<file path="src/rtl/bitstream_pkg.sv">
// Shared types and helpers for the bit-level stream blocks.
package bitstream_pkg;

  typedef enum logic {IDLE, SHIFT} feeder_state_t;

  localparam int DEFAULT_DATA_W = 8;

  // Width of a down-counter that has to hold DATA_W-1.
  function automatic int cnt_w(input int data_w);
    return $clog2(data_w);
  endfunction

endpackage

</file>
<file path="src/rtl/ser_shift_reg.sv">
// DATA_W-bit parallel-load shift register. head is the bit currently on offer;
// MSB_FIRST selects which end of the word leaves first.
module ser_shift_reg #(
  parameter int DATA_W    = 8,
  parameter bit MSB_FIRST = 1'b1
) (
  input  logic              clk,
  input  logic              reset,
  input  logic              load,
  input  logic              shift,
  input  logic [DATA_W-1:0] din,
  output logic              head
);

  logic [DATA_W-1:0] sr_q, sr_d;

  // Load has priority: the last-bit cycle of a gapless stream shifts and reloads at once.
  always_comb begin
    sr_d = sr_q;
    if (load)
      sr_d = din;
    else if (shift)
      sr_d = MSB_FIRST ? {sr_q[DATA_W-2:0], 1'b0} : {1'b0, sr_q[DATA_W-1:1]};
  end

  // Word storage, cleared on reset.
  always_ff @(posedge clk or negedge reset) begin
    if (!reset) sr_q <= '0;
    else        sr_q <= sr_d;
  end

  assign head = MSB_FIRST ? sr_q[DATA_W-1] : sr_q[0];

endmodule

</file>
<file path="src/rtl/serial_bit_feeder.sv">
// Parallel-to-serial front end for the bit-level sequence detectors.
// Optional one-entry prefetch buffer for gapless streaming: SERIAL_FEEDER_PREFETCH_EN.
import bitstream_pkg::*;

module serial_bit_feeder #(
  parameter int   DATA_W    = DEFAULT_DATA_W,
  parameter bit   MSB_FIRST = 1'b1,
  parameter logic IDLE_BIT  = 1'b0
) (
  input  logic              clk,
  input  logic              reset,
  input  logic [DATA_W-1:0] s_data,
  input  logic              s_valid,
  output logic              s_ready,
  output logic              ser_out,
  output logic              ser_valid,
  output logic              frame_done,
  output logic              busy
);

  localparam int CW = cnt_w(DATA_W);
  localparam logic [CW-1:0] CNT_LAST = CW'(DATA_W - 1);

  feeder_state_t state_q, state_d;
  logic [CW-1:0] cnt_q, cnt_d;
  logic          ser_out_q, ser_out_d;
  logic          ser_valid_q, ser_valid_d;
  logic          frame_done_q, frame_done_d;
  logic          sr_load, sr_shift, head;
  logic [DATA_W-1:0] sr_din;
  logic          xfer;

`ifdef SERIAL_FEEDER_PREFETCH_EN
  logic [DATA_W-1:0] pf_buf_q, pf_buf_d;
  logic              buf_full_q, buf_full_d;
  assign s_ready = !buf_full_q;
`else
  assign s_ready = (state_q == IDLE);
`endif

  assign xfer = s_valid && s_ready;

  // Next-state, counter, shift control and registered serial outputs.
  always_comb begin
    state_d      = state_q;
    cnt_d        = cnt_q;
    ser_out_d    = IDLE_BIT;
    ser_valid_d  = 1'b0;
    frame_done_d = 1'b0;
    sr_load      = 1'b0;
    sr_shift     = 1'b0;
    sr_din       = s_data;
`ifdef SERIAL_FEEDER_PREFETCH_EN
    pf_buf_d     = pf_buf_q;
    buf_full_d   = buf_full_q;
`endif
    case (state_q)
      IDLE: begin
        if (xfer) begin
          sr_load = 1'b1;
          cnt_d   = CNT_LAST;
          state_d = SHIFT;
        end
      end
      SHIFT: begin
        ser_out_d   = head;
        ser_valid_d = 1'b1;
        sr_shift    = 1'b1;
        cnt_d       = cnt_q - 1'b1;
        if (cnt_q == '0) begin
          frame_done_d = 1'b1;
`ifdef SERIAL_FEEDER_PREFETCH_EN
          // Buffered word first (s_ready is low then), else bypass a word offered now.
          if (buf_full_q) begin
            sr_load    = 1'b1;
            sr_din     = pf_buf_q;
            buf_full_d = 1'b0;
            cnt_d      = CNT_LAST;
          end else if (xfer) begin
            sr_load = 1'b1;
            cnt_d   = CNT_LAST;
          end else begin
            state_d = IDLE;
          end
`else
          state_d = IDLE;
`endif
        end
`ifdef SERIAL_FEEDER_PREFETCH_EN
        else if (xfer) begin
          pf_buf_d   = s_data;
          buf_full_d = 1'b1;
        end
`endif
      end
      default: state_d = IDLE;
    endcase
  end

  // State and output registers; reset drops any word in flight.
  always_ff @(posedge clk or negedge reset) begin
    if (!reset) begin
      state_q      <= IDLE;
      cnt_q        <= '0;
      ser_out_q    <= IDLE_BIT;
      ser_valid_q  <= 1'b0;
      frame_done_q <= 1'b0;
    end else begin
      state_q      <= state_d;
      cnt_q        <= cnt_d;
      ser_out_q    <= ser_out_d;
      ser_valid_q  <= ser_valid_d;
      frame_done_q <= frame_done_d;
    end
  end

`ifdef SERIAL_FEEDER_PREFETCH_EN
  // Prefetch buffer; contents are meaningless while buf_full_q is low.
  always_ff @(posedge clk or negedge reset) begin
    if (!reset) begin
      pf_buf_q   <= '0;
      buf_full_q <= 1'b0;
    end else begin
      pf_buf_q   <= pf_buf_d;
      buf_full_q <= buf_full_d;
    end
  end
`endif

  ser_shift_reg #(
    .DATA_W   (DATA_W),
    .MSB_FIRST(MSB_FIRST)
  ) u_sr (
    .clk  (clk),
    .reset(reset),
    .load (sr_load),
    .shift(sr_shift),
    .din  (sr_din),
    .head (head)
  );

  assign ser_out    = ser_out_q;
  assign ser_valid  = ser_valid_q;
  assign frame_done = frame_done_q;
  assign busy       = (state_q == SHIFT);

endmodule

</file>
<file path="config.mk">
export PLATFORM = sky130hd
export DESIGN_NAME = serial_bit_feeder
export DESIGN_NICKNAME = d
export VERILOG_FILES = /design/src/rtl/bitstream_pkg.sv /design/src/rtl/ser_shift_reg.sv /design/src/rtl/serial_bit_feeder.sv
export SDC_FILE = /design/constraint.sdc
export NUM_CORES = 1
export LEC_CHECK = 0
export ABC_CLOCK_PERIOD_IN_PS = 1060
export BUFFER_PORTS_ARGS = -buffer_cell sky130_fd_sc_hd__buf_2
export CAP_MARGIN = 15
export CORE_UTILIZATION = 48
export CTS_BUF_LIST = sky130_fd_sc_hd__clkbuf_8
export DETAILED_ROUTE_END_ITERATION = 6
export PLACE_DENSITY = 0.87
export SYNTH_ARGS = -nofsm -noshare
export SYNTH_HDL_FRONTEND = slang
export SYNTH_SLANG_ARGS = --single-unit
export TNS_END_PERCENT = 20
</file>
<file path="constraint.sdc">
create_clock -name clk -period 1.06 [get_ports clk]
set_clock_uncertainty 0.1 [all_clocks]
set_input_delay 0.106 -clock clk [delete_from_list [all_inputs] [get_ports clk]]
set_output_delay 0.106 -clock clk [all_outputs]
set_load 0.02 [all_outputs]
</file>
Yosys cells after proc, flatten, opt, wreduce, memory -nomap -nowiden. Index checks and enable logic that the tools add are counted.

Flip-flop bits (word level): 15. Output and inout bits: 5. Logic and storage cells: 24.

Add/subtract/negate cells: 1. Equal/unequal tests: 1. Multiplexer cells: 12. Bitwise operators: 1. Reduce and logical (&&, ||, !) cells: 3.

Operators with widths (number): $mux W8 (2); $mux W1 (7); $pmux W3 S2 (1); $logic_not A3 Y1 (1); $mux W3 (1); $sub A3 B1 Y3 const B (1); $ne A2 B1 Y1 const B (1); $pmux W1 S2 (1); $reduce_bool A2 Y1 (1); $logic_and A1 B1 Y1 (1); $not A1 Y1 (1).

Logic depth before layout (Yosys ltp). Gate-level depths: netlist of run 1.

Depth after elaboration: 5. Gate-level depth with buffers: 4.

Modules after synthesis. A second synthesis of run 1 with hierarchy kept.

Cells, all modules: 59. Area, all modules: 659.4 sq um.

Modules (own cells, without submodules): ser_shift_reg (instances 1, cells each 34, area each 369.1 sq um, seq. area each 200.2 sq um); serial_bit_feeder (instances 1, cells each 25, area each 290.3 sq um, seq. area each 175.2 sq um).

Least setup slack after synthesis of run 1. No wires, ideal clock.

Path kind: flip-flop to output port. Start: register state_q, in the netlist busy. End: output port s_ready. Data arrival time: 0.880 ns. Data required time: 0.854 ns. Setup slack: -0.026 ns. Cell stages (with the launch flop): 3. Path buffers: 1. Cell sequence: dfrtp_1 buf_2 inv_1.

Cells in the longest elaborated chain, start to end: 1.

Ends and longest elaborated chain: start: declaration (RTL line serial_bit_feeder.sv:24) `feeder_state_t state_q, state_d;`; start signal: assignment (RTL line serial_bit_feeder.sv:109) `state_q <= state_d;`; $not A1 Y1; end: declaration (RTL line serial_bit_feeder.sv:14) `output logic s_ready,`.

Every way passes these cells.

Worst setup path after layout of run 1.
Start: register cnt_q[1]. End: register cnt_q[2].

Cells in the longest elaborated chain, start to end: 2.

Ends and longest elaborated chain: start: declaration (RTL line serial_bit_feeder.sv:25) `logic [CW-1:0] cnt_q, cnt_d;`; start signal: assignment (RTL line serial_bit_feeder.sv:110) `cnt_q <= cnt_d;`; $sub A3 B1 Y3 (RTL line serial_bit_feeder.sv:69) `cnt_d = cnt_q - 1'b1;`; $pmux W3 S2 (RTL line serial_bit_feeder.sv:57) `case (state_q)`.

Every way passes these cells. A chain may end at the register's enable or synchronous reset.

==> tab_implementation.tex, run 1 <==
\begin{tabular}{lr}
\hline
Metric & Value \\
\hline
\multicolumn{2}{l}{\textbf{Global routing}} \\
GR Overflow Total & 0 \\
All-Layer GR Usage & 21.1\% \\
Wire length of the first global-routing pass & around 2000 um \\
Number of antenna violations at the first check in global routing & 0 \\
Largest net degree at the start of global routing & 16 \\
Number of global-route vias before repair & $\sim$460 \\
\multicolumn{2}{l}{\textbf{STA}} \\
Worst path setup slack after routing & -0.0665 ns \\
Unrepaired setup endpoints after global routing & true \\
Transition at the pin with the smallest max-transition slack & 0.327 ns \\
Ratio of final minimum period to clock period & 106\% \\
Final Critical Period & around 1.1 ns \\
Max-slew violation count & 0 \\
Setup violation total in the final timing report & 3 \\
Hold Fails Final Rpt & 0 \\
Total negative setup slack & -0.0935 ns \\
FMAX & slightly below 900 MHz \\
Headroom to the max-slew limit & 78.2\% \\
\multicolumn{2}{l}{\textbf{Pwr}} \\
Largest vdd supply drop & about 0.0016 V \\
Power Dens Cells & between 2000 and 3000 mW/mm\^{}2 \\
Leakage & roughly 0.43 nW \\
Power Total & between 2 and 3 mW \\
\multicolumn{2}{l}{\textbf{Synthesis}} \\
Most used flip-flop cell after synthesis & sky130\_fd\_sc\_hd\_\_dfrtp\_1 \\
Post-Synth Adder-Cell Area & under 10\% \\
Post-synthesis net count & 70 \\
Total number of yosys warnings & 0 \\
Parity-gate share of the synthesized area counting xor and xnor cells & between 1 and 1.5\% \\
Post-synthesis area per instance & between 10 and 15 sq um \\
Post-synth EDFFs & 0 \\
Number of distinct library cells after synthesis & 17 \\
Asr flop ratio synth & 100\% \\
Seq cells post-synth & 15 \\
Synthesized cell area & between 600 and 700 sq um \\
Portion of the post-synthesis area used by sequential elements & just under 60\% \\
Multiplexer fraction of the synthesized cell area & approximately an eighth \\
Share of synthesized cell area in and, or, nand and nor gates & roughly a tenth \\
Dominant combinational cell family by area after synthesis & multiplexers \\
Gate Count Post-Synth & between 50 and 60 \\
Compound-Gate Fraction of Synth Area & between 8 and 9\% \\
\multicolumn{2}{l}{\textbf{Run status}} \\
Outcome & finished, violations left \\
Violations in the final reports & setup timing \\
\multicolumn{2}{l}{\textbf{Route}} \\
Number of DRC markers in iteration 0 & 11 \\
Routed Antenna Nets & 0 \\
Post-route DRC & 0 \\
Post-Route WL & 1310 um \\
Vias per std cell & approximately 5 \\
Total vias in the final route & roughly 480 \\
1st-pass router iterations & 4 \\
Wire per inst & between 10 and 15 um \\
\multicolumn{2}{l}{\textbf{Min path}} \\
Type of the tightest min-delay check & input pin to flop \\
\multicolumn{2}{l}{\textbf{Floorplanning}} \\
Width of the die & around 39 um \\
Effective utilization at floorplan & 54.7\% \\
Number of standard-cell rows in the floorplan & 12 \\
Chip height & approximately 39 um \\
I/O pins & 16 \\
Die Outline Area & 0.00150 sq mm \\
Core Region & 0.00119 sq mm \\
\multicolumn{2}{l}{\textbf{Setup path}} \\
Start-to-end type of the worst setup path & flop to flop \\
Data required time of the worst path & around 1.1 ns \\
Cells along the critical path & inv\_2 > ha\_2 > xnor2\_1 > a21oi\_1 \\
Arrival time of data at the critical path endpoint & around 1.2 ns \\
Worst path slowest cell & sky130\_fd\_sc\_hd\_\_dfrtp\_1 \\
Kind of end point of the critical path & flop \\
Peak per-stage delay on the critical path & a little under 0.4 ns \\
Max FO, Critical Path & 2 \\
Startpoint Class & flop \\
\multicolumn{2}{l}{\textbf{CTS}} \\
TritonCTS clock tree & built \\
Inserted Clock Buffers & 3 \\
Clock Tree Buf Depth & 2 \\
Insertion delay of the later-clocked pin in the worst-skew pair & 0.24 ns \\
Level count of the clock H-tree & 1 \\
Root buffer cell & sky130\_fd\_sc\_hd\_\_clkbuf\_8 \\
Clock transition at path regs & 0.06 ns \\
Sinks on Clock Net & 15 \\
\multicolumn{2}{l}{\textbf{Final layout}} \\
Final core utilization & around 74\% \\
Layout Cells excl Fill & 94 \\
Most frequent cells in the layout & sky130\_fd\_sc\_hd\_\_dfrtp\_1, sky130\_fd\_sc\_hd\_\_buf\_2, sky130\_fd\_sc\_hd\_\_mux2i\_1 \\
Area added between synthesis and finish & 34.3\% \\
Layout cells sized above 1 & $\sim$48\% \\
Total inserted antenna cells & 0 \\
Layout Cell Area excl Fill & roughly 870 sq um \\
Count of nets after finishing & between 90 and 100 \\
\multicolumn{2}{l}{\textbf{Run}} \\
Max-cap viol count & 0 \\
\multicolumn{2}{l}{\textbf{Placed design}} \\
Number of port buffers & 15 \\
DP Cell Count & 86 \\
GP Congestion & approximately 0.63 \\
Cell area after placement & roughly 740 sq um \\
\hline
\end{tabular}
-- flip-flops by register name, summed over array words and instances (netlist names) --
name	flops
ser_valid	1
ser_out	1
frame_done	1
busy	1
cnt_q	3
u_sr.sr_q	8
-- synth_stat cells, drive strengths merged (2+ instances only) --
cell type,n,area [sq um]
a21oi,3,15.0
inv,3,11.3
o21ai,7,42.5
mux2i,8,80.1
nor3,3,15.0
buf,3,23.8
ha,2,25.0
dfrtp,15,375
nand2,7,26.3
nor2,3,11.3
-- cell type report --
cell class / instances / area, sq um
Clock buffer: 3 / 41.3
Timing Repair Buffer: 22 / 148
Sequential cell: 15 / 377
Inverter: 3 / 11.3
Fill cell: 94 / 314
Multi-Input combinational cell: 36 / 273
Tap cell: 14 / 17.5
Clock inverter: 1 / 5.00
-- stage by stage --
stage / worst slack (ns) / hold WS [ns]
floorplan: 0.0383 / -0.290
global placement: 0.0271 / -0.0796
detailed placement: -0.00497 / -0.0819
CTS: -0.00122 / 0.0362
global route: -0.104 / 0.0503
finish: -0.0665 / 0.0357
-- path summary, 6_finish.rpt --
check                                   from           end  slack [ns]  cells after the start
worst max-delay path                cnt_q[1]      cnt_q[2]       -0.07                      4
worst min-delay path               s_data[7]  u_sr.sr_q[7]        0.04                      3
worst max register to register      cnt_q[1]      cnt_q[2]       -0.07                      4
worst min register to register  u_sr.sr_q[7]       ser_out        0.39                      1
max in group asynchronous              reset          busy        0.41                      2
min in group asynchronous              reset  u_sr.sr_q[2]        0.19                      2
-- critical path, delay by kind of cell, from the launching register on --
family          cells  cell delay, ns
fa+ha+maj           1            0.18
flops               1            0.39
compound gates      1            0.09
buf+inv             1            0.07
xor+xnor            1            0.18
-- power by group --
group	switching, mW	leakage (nW)	internal (mW)
Combinational	0.589	0.220	0.533
Sequential	0.164	0.187	0.813
Clock	0.188	0.0255	0.260
-- cells by family (layout without fill, tap and decap cells) --
logic type	after synthesis	in the layout
xor gates and xnor gates	1	1
buffers and inverters	6	29
and+or+nand+nor	15	15
DFF	15	15
adders and majority gates	2	2
muxes	8	8
AOI/OAI and AO/OA	10	10
-- timing repair --
item,4_1_cts,5_1_grt
resized for setup,4,13
setup buffers,3,0
setup endpoints to repair,4,12
pin swaps,1,3
hold endpoints to repair,15,0
hold buffers,1,0
-- layer usage --
metal	up-vias	wire (um)	GRT usage, %
met5	-	0	0
met1	214	578	29.4
li1	237	-	-
met4	0	33	15.5
met2	23	623	29.2
met3	4	71	3.47
(Power assumes the default switching activity.)
==> inputs of run 2 (changes only) <==
--- a/config.mk
+++ b/config.mk
@@ -7,9 +7,9 @@
 export LEC_CHECK = 0
-export ABC_CLOCK_PERIOD_IN_PS = 1060
+export ABC_CLOCK_PERIOD_IN_PS = 1050
 export BUFFER_PORTS_ARGS = -buffer_cell sky130_fd_sc_hd__buf_2
-export CAP_MARGIN = 15
-export CORE_UTILIZATION = 48
+export CORE_AREA = 2 2 39 41
 export CTS_BUF_LIST = sky130_fd_sc_hd__clkbuf_8
 export DETAILED_ROUTE_END_ITERATION = 6
-export PLACE_DENSITY = 0.87
+export DIE_AREA = 0 0 41 43
+export PLACE_DENSITY = 0.85
 export SYNTH_ARGS = -nofsm -noshare
==> constraint.sdc (replaced) <==
create_clock -name clk -period 1.05 [get_ports clk]
set_clock_uncertainty 0.1 [all_clocks]
set_input_delay 0.2625 -clock clk [delete_from_list [all_inputs] [get_ports clk]]
set_output_delay 0.2625 -clock clk [all_outputs]
set_load 0.02 [all_outputs]
==> tab_implementation.tex, run 2 (synthesis gave the netlist of run 1 again) <==
\begin{tabular}{lr}
\hline
Metric & Value \\
\hline
\multicolumn{2}{l}{\textbf{Route}} \\
Total vias in the final route & 469 (-1.9\%) \\
Routed Antenna Nets & 0 (unchanged) \\
Post-route DRC & 0 (unchanged) \\
Vias per std cell & 4.89 (-3.9\%) \\
Wire per inst & 11.3 um (-19\%) \\
Post-Route WL & 1090 um (-17\%) \\
1st-pass router iterations & 4 (unchanged) \\
Number of DRC markers in iteration 0 & 8 (-3) \\
\multicolumn{2}{l}{\textbf{Global routing}} \\
Number of antenna violations at the first check in global routing & 0 (unchanged) \\
GR Overflow Total & 0 (unchanged) \\
Largest net degree at the start of global routing & 16 (unchanged) \\
Number of global-route vias before repair & 396 (-14\%) \\
Wire length of the first global-routing pass & 1680 um (-17\%) \\
All-Layer GR Usage & 15.3\% (-5.8 points) \\
\multicolumn{2}{l}{\textbf{Final layout}} \\
Most common library cell in the layout ignoring fill and taps & sky130\_fd\_sc\_hd\_\_dfrtp\_1 \\
Layout cells sized above 1 & 41.3\% (-6.3 points) \\
Most frequent cells in the layout & sky130\_fd\_sc\_hd\_\_dfrtp\_1, sky130\_fd\_sc\_hd\_\_buf\_2, sky130\_fd\_sc\_hd\_\_mux2i\_1 \\
Layout Cell Area excl Fill & 860 sq um (-1.4\%) \\
Number of flip-flops under the largest register name & 8 (unchanged) \\
Total inserted antenna cells & 0 (unchanged) \\
Largest registers ranked by flip-flop count & u\_sr.sr\_q x8, cnt\_q x3 \\
Area added between synthesis and finish & 32.4\% \\
Area occupied by multi-input gates & 249 sq um (-8.7\%) \\
Total area of sequential cells & 377 sq um (unchanged) \\
Final core utilization & 62.1\% (-11 points) \\
Largest register by flop count & u\_sr.sr\_q \\
Fill cell count & 117 (+24\%) \\
Count of nets after finishing & 94 (unchanged) \\
\multicolumn{2}{l}{\textbf{Pwr}} \\
Largest vdd supply drop & 0.00144 V (-11\%) \\
Leakage & 0.433 nW (about the same) \\
Power Dens Cells & 2860 mW/mm\^{}2 (-2.1\%) \\
\multicolumn{2}{l}{\textbf{Setup path}} \\
Startpoint Class & flop \\
Max FO, Critical Path & 4 (+2) \\
Register-to-Register Setup Slack & -0.08 ns (about the same) \\
Arrival time of data at the critical path endpoint & 0.86 ns (-0.29 ns) \\
Kind of end point of the critical path & output pin \\
Launching instance or port of the critical path & busy \\
Start-to-end type of the worst setup path & flop to output pin \\
Data required time of the worst path & 0.69 ns (-0.40 ns) \\
R2R cell count & 3 (-1) \\
Reg2Reg Capture Point & ser\_out \\
R2R Path Start & busy \\
Critical Path End & s\_ready \\
\multicolumn{2}{l}{\textbf{STA}} \\
Headroom to the max-slew limit & 78.3\% (about the same) \\
Unrepaired setup endpoints after global routing & true \\
Transition at the pin with the smallest max-transition slack & 0.326 ns (-0.000951 ns) \\
FMAX & between 800 and 900 MHz \\
Max-slew violation count & 0 (unchanged) \\
Hold Fails Final Rpt & 0 (unchanged) \\
Ratio of final minimum period to clock period & 116\% \\
Worst path setup slack after routing & -0.168 ns (-0.101 ns) \\
Final Critical Period & about 1.2 ns \\
Setup violation total in the final timing report & 17 (+14) \\
Total negative setup slack & -1.14 ns (-1.05 ns) \\
\multicolumn{2}{l}{\textbf{CTS}} \\
Level count of the clock H-tree & 1 (unchanged) \\
TritonCTS clock tree & built \\
Insertion delay of the later-clocked pin in the worst-skew pair & 0.24 ns (about the same) \\
Sinks on Clock Net & 15 (unchanged) \\
Clock Tree Buf Depth & 2 (unchanged) \\
Clock transition at path regs & 0.06 ns (about the same) \\
Root buffer cell & sky130\_fd\_sc\_hd\_\_clkbuf\_8 \\
Inserted Clock Buffers & 3 (unchanged) \\
\multicolumn{2}{l}{\textbf{Floorplanning}} \\
Number of standard-cell rows in the floorplan & 14 (+2) \\
Chip height & 43 um (+11\%) \\
I/O pins & 16 (unchanged) \\
Width of the die & 41 um (+5.7\%) \\
Core Region & 0.00138 sq mm (+17\%) \\
Die Outline Area & 0.00176 sq mm (+17\%) \\
Effective utilization at floorplan & 46.9\% (-7.8 points) \\
\multicolumn{2}{l}{\textbf{Run status}} \\
Outcome & finished, violations left \\
Violations in the final reports & setup timing \\
\multicolumn{2}{l}{\textbf{Placed design}} \\
Number of port buffers & 15 (unchanged) \\
GP Congestion & 0.742 (+18\%) \\
Cell area after placement & 757 sq um (+2.0\%) \\
Post-DP HPWL & around 720 um \\
\multicolumn{2}{l}{\textbf{Run}} \\
Max-cap viol count & 0 (unchanged) \\
\multicolumn{2}{l}{\textbf{Min path}} \\
Type of the tightest min-delay check & input pin to flop \\
\hline
\end{tabular}
## run 2: cell types whose count changed in the layout (fill, tap and decap cells not counted), moves of 2 or more
cell / before / now
sky130_fd_sc_hd__buf_2: 14 / 12
sky130_fd_sc_hd__buf_4: 2 / 5
sky130_fd_sc_hd__nand2_1: 5 / 7
sky130_fd_sc_hd__nand2_2: 2 / 0
sky130_fd_sc_hd__o21ai_0: 2 / 0
sky130_fd_sc_hd__o21ai_1: 2 / 5
## run 2: critical path: stages, from the launching register on
cell and delay [ns]:
sky130_fd_sc_hd__dfrtp_2 0.43, sky130_fd_sc_hd__clkinv_4 0.06, sky130_fd_sc_hd__buf_6 0.12
## run 2: worst min-delay path by stage
stage          cells after the start  slack [ns]      endpoint      start
2_1_floorplan                      0       -0.13          busy      reset
5_1_grt                            3        0.23  u_sr.sr_q[1]  s_data[1]
3_5_place_dp                       1        0.08       ser_out      reset
4_1_cts                            3        0.20  u_sr.sr_q[6]  s_data[6]
6_report                           3        0.19  u_sr.sr_q[0]  s_data[0]
3_3_place_gp                       1        0.08  u_sr.sr_q[7]      reset
## run 2: what timing repair did
| action | 4_1_cts | 5_1_grt |
|---|---|---|
| hold endpoints to repair | 15 | 0 |
| hold buffers | 1 | 0 |
| gates cloned | 0 | 0 |
| endpoints found under the setup margin | 14 | 18 |
| gates resized for setup | 6 | 9 |
| pin swaps | 1 | 1 |
| buffers inserted | 2 | 0 |
## run 2: layout make-up
type | instances | share of cell area, %
clock buffers | 3 | 4.80
clock inverters | 1 | 0.437
inverters | 3 | 1.89
multi-input cells | 36 | 29.0
flip-flops and latches | 15 | 43.8
well taps | 16 | 2.33
repair buffers | 22 | 17.8
## run 2: where the power goes
part | switching (mW) | leakage, nW | internal [mW] | total [mW]
combinational | 0.526 | 0.219 | 0.513 | 1.04
clock | 0.185 | 0.0269 | 0.258 | 0.443
sequential | 0.154 | 0.187 | 0.821 | 0.975
total | 0.865 | 0.433 | 1.59 | 2.46
## run 2: per-layer routing
metal,GRT usage [%],wire [um],vias up
met4,12.0,38,0
met5,0,0,-
met3,4.71,79,4
met1,20.2,516,208
li1,-,-,240
met2,20.0,453,17
## run 2: through the flow
step / total power [mW] / setup slack (ns) / std cells / hold WS (ns)
finish: 2.46 / -0.168 / 96 / 0.192
global route: 2.65 / -0.191 / 96 / 0.225
CTS: 2.41 / -0.184 / 96 / 0.201
detailed placement: 1.83 / -0.0193 / 89 / 0.0783
global placement: 1.79 / -0.0127 / 89 / 0.0751
floorplan: 1.59 / -0.00885 / 57 / -0.133
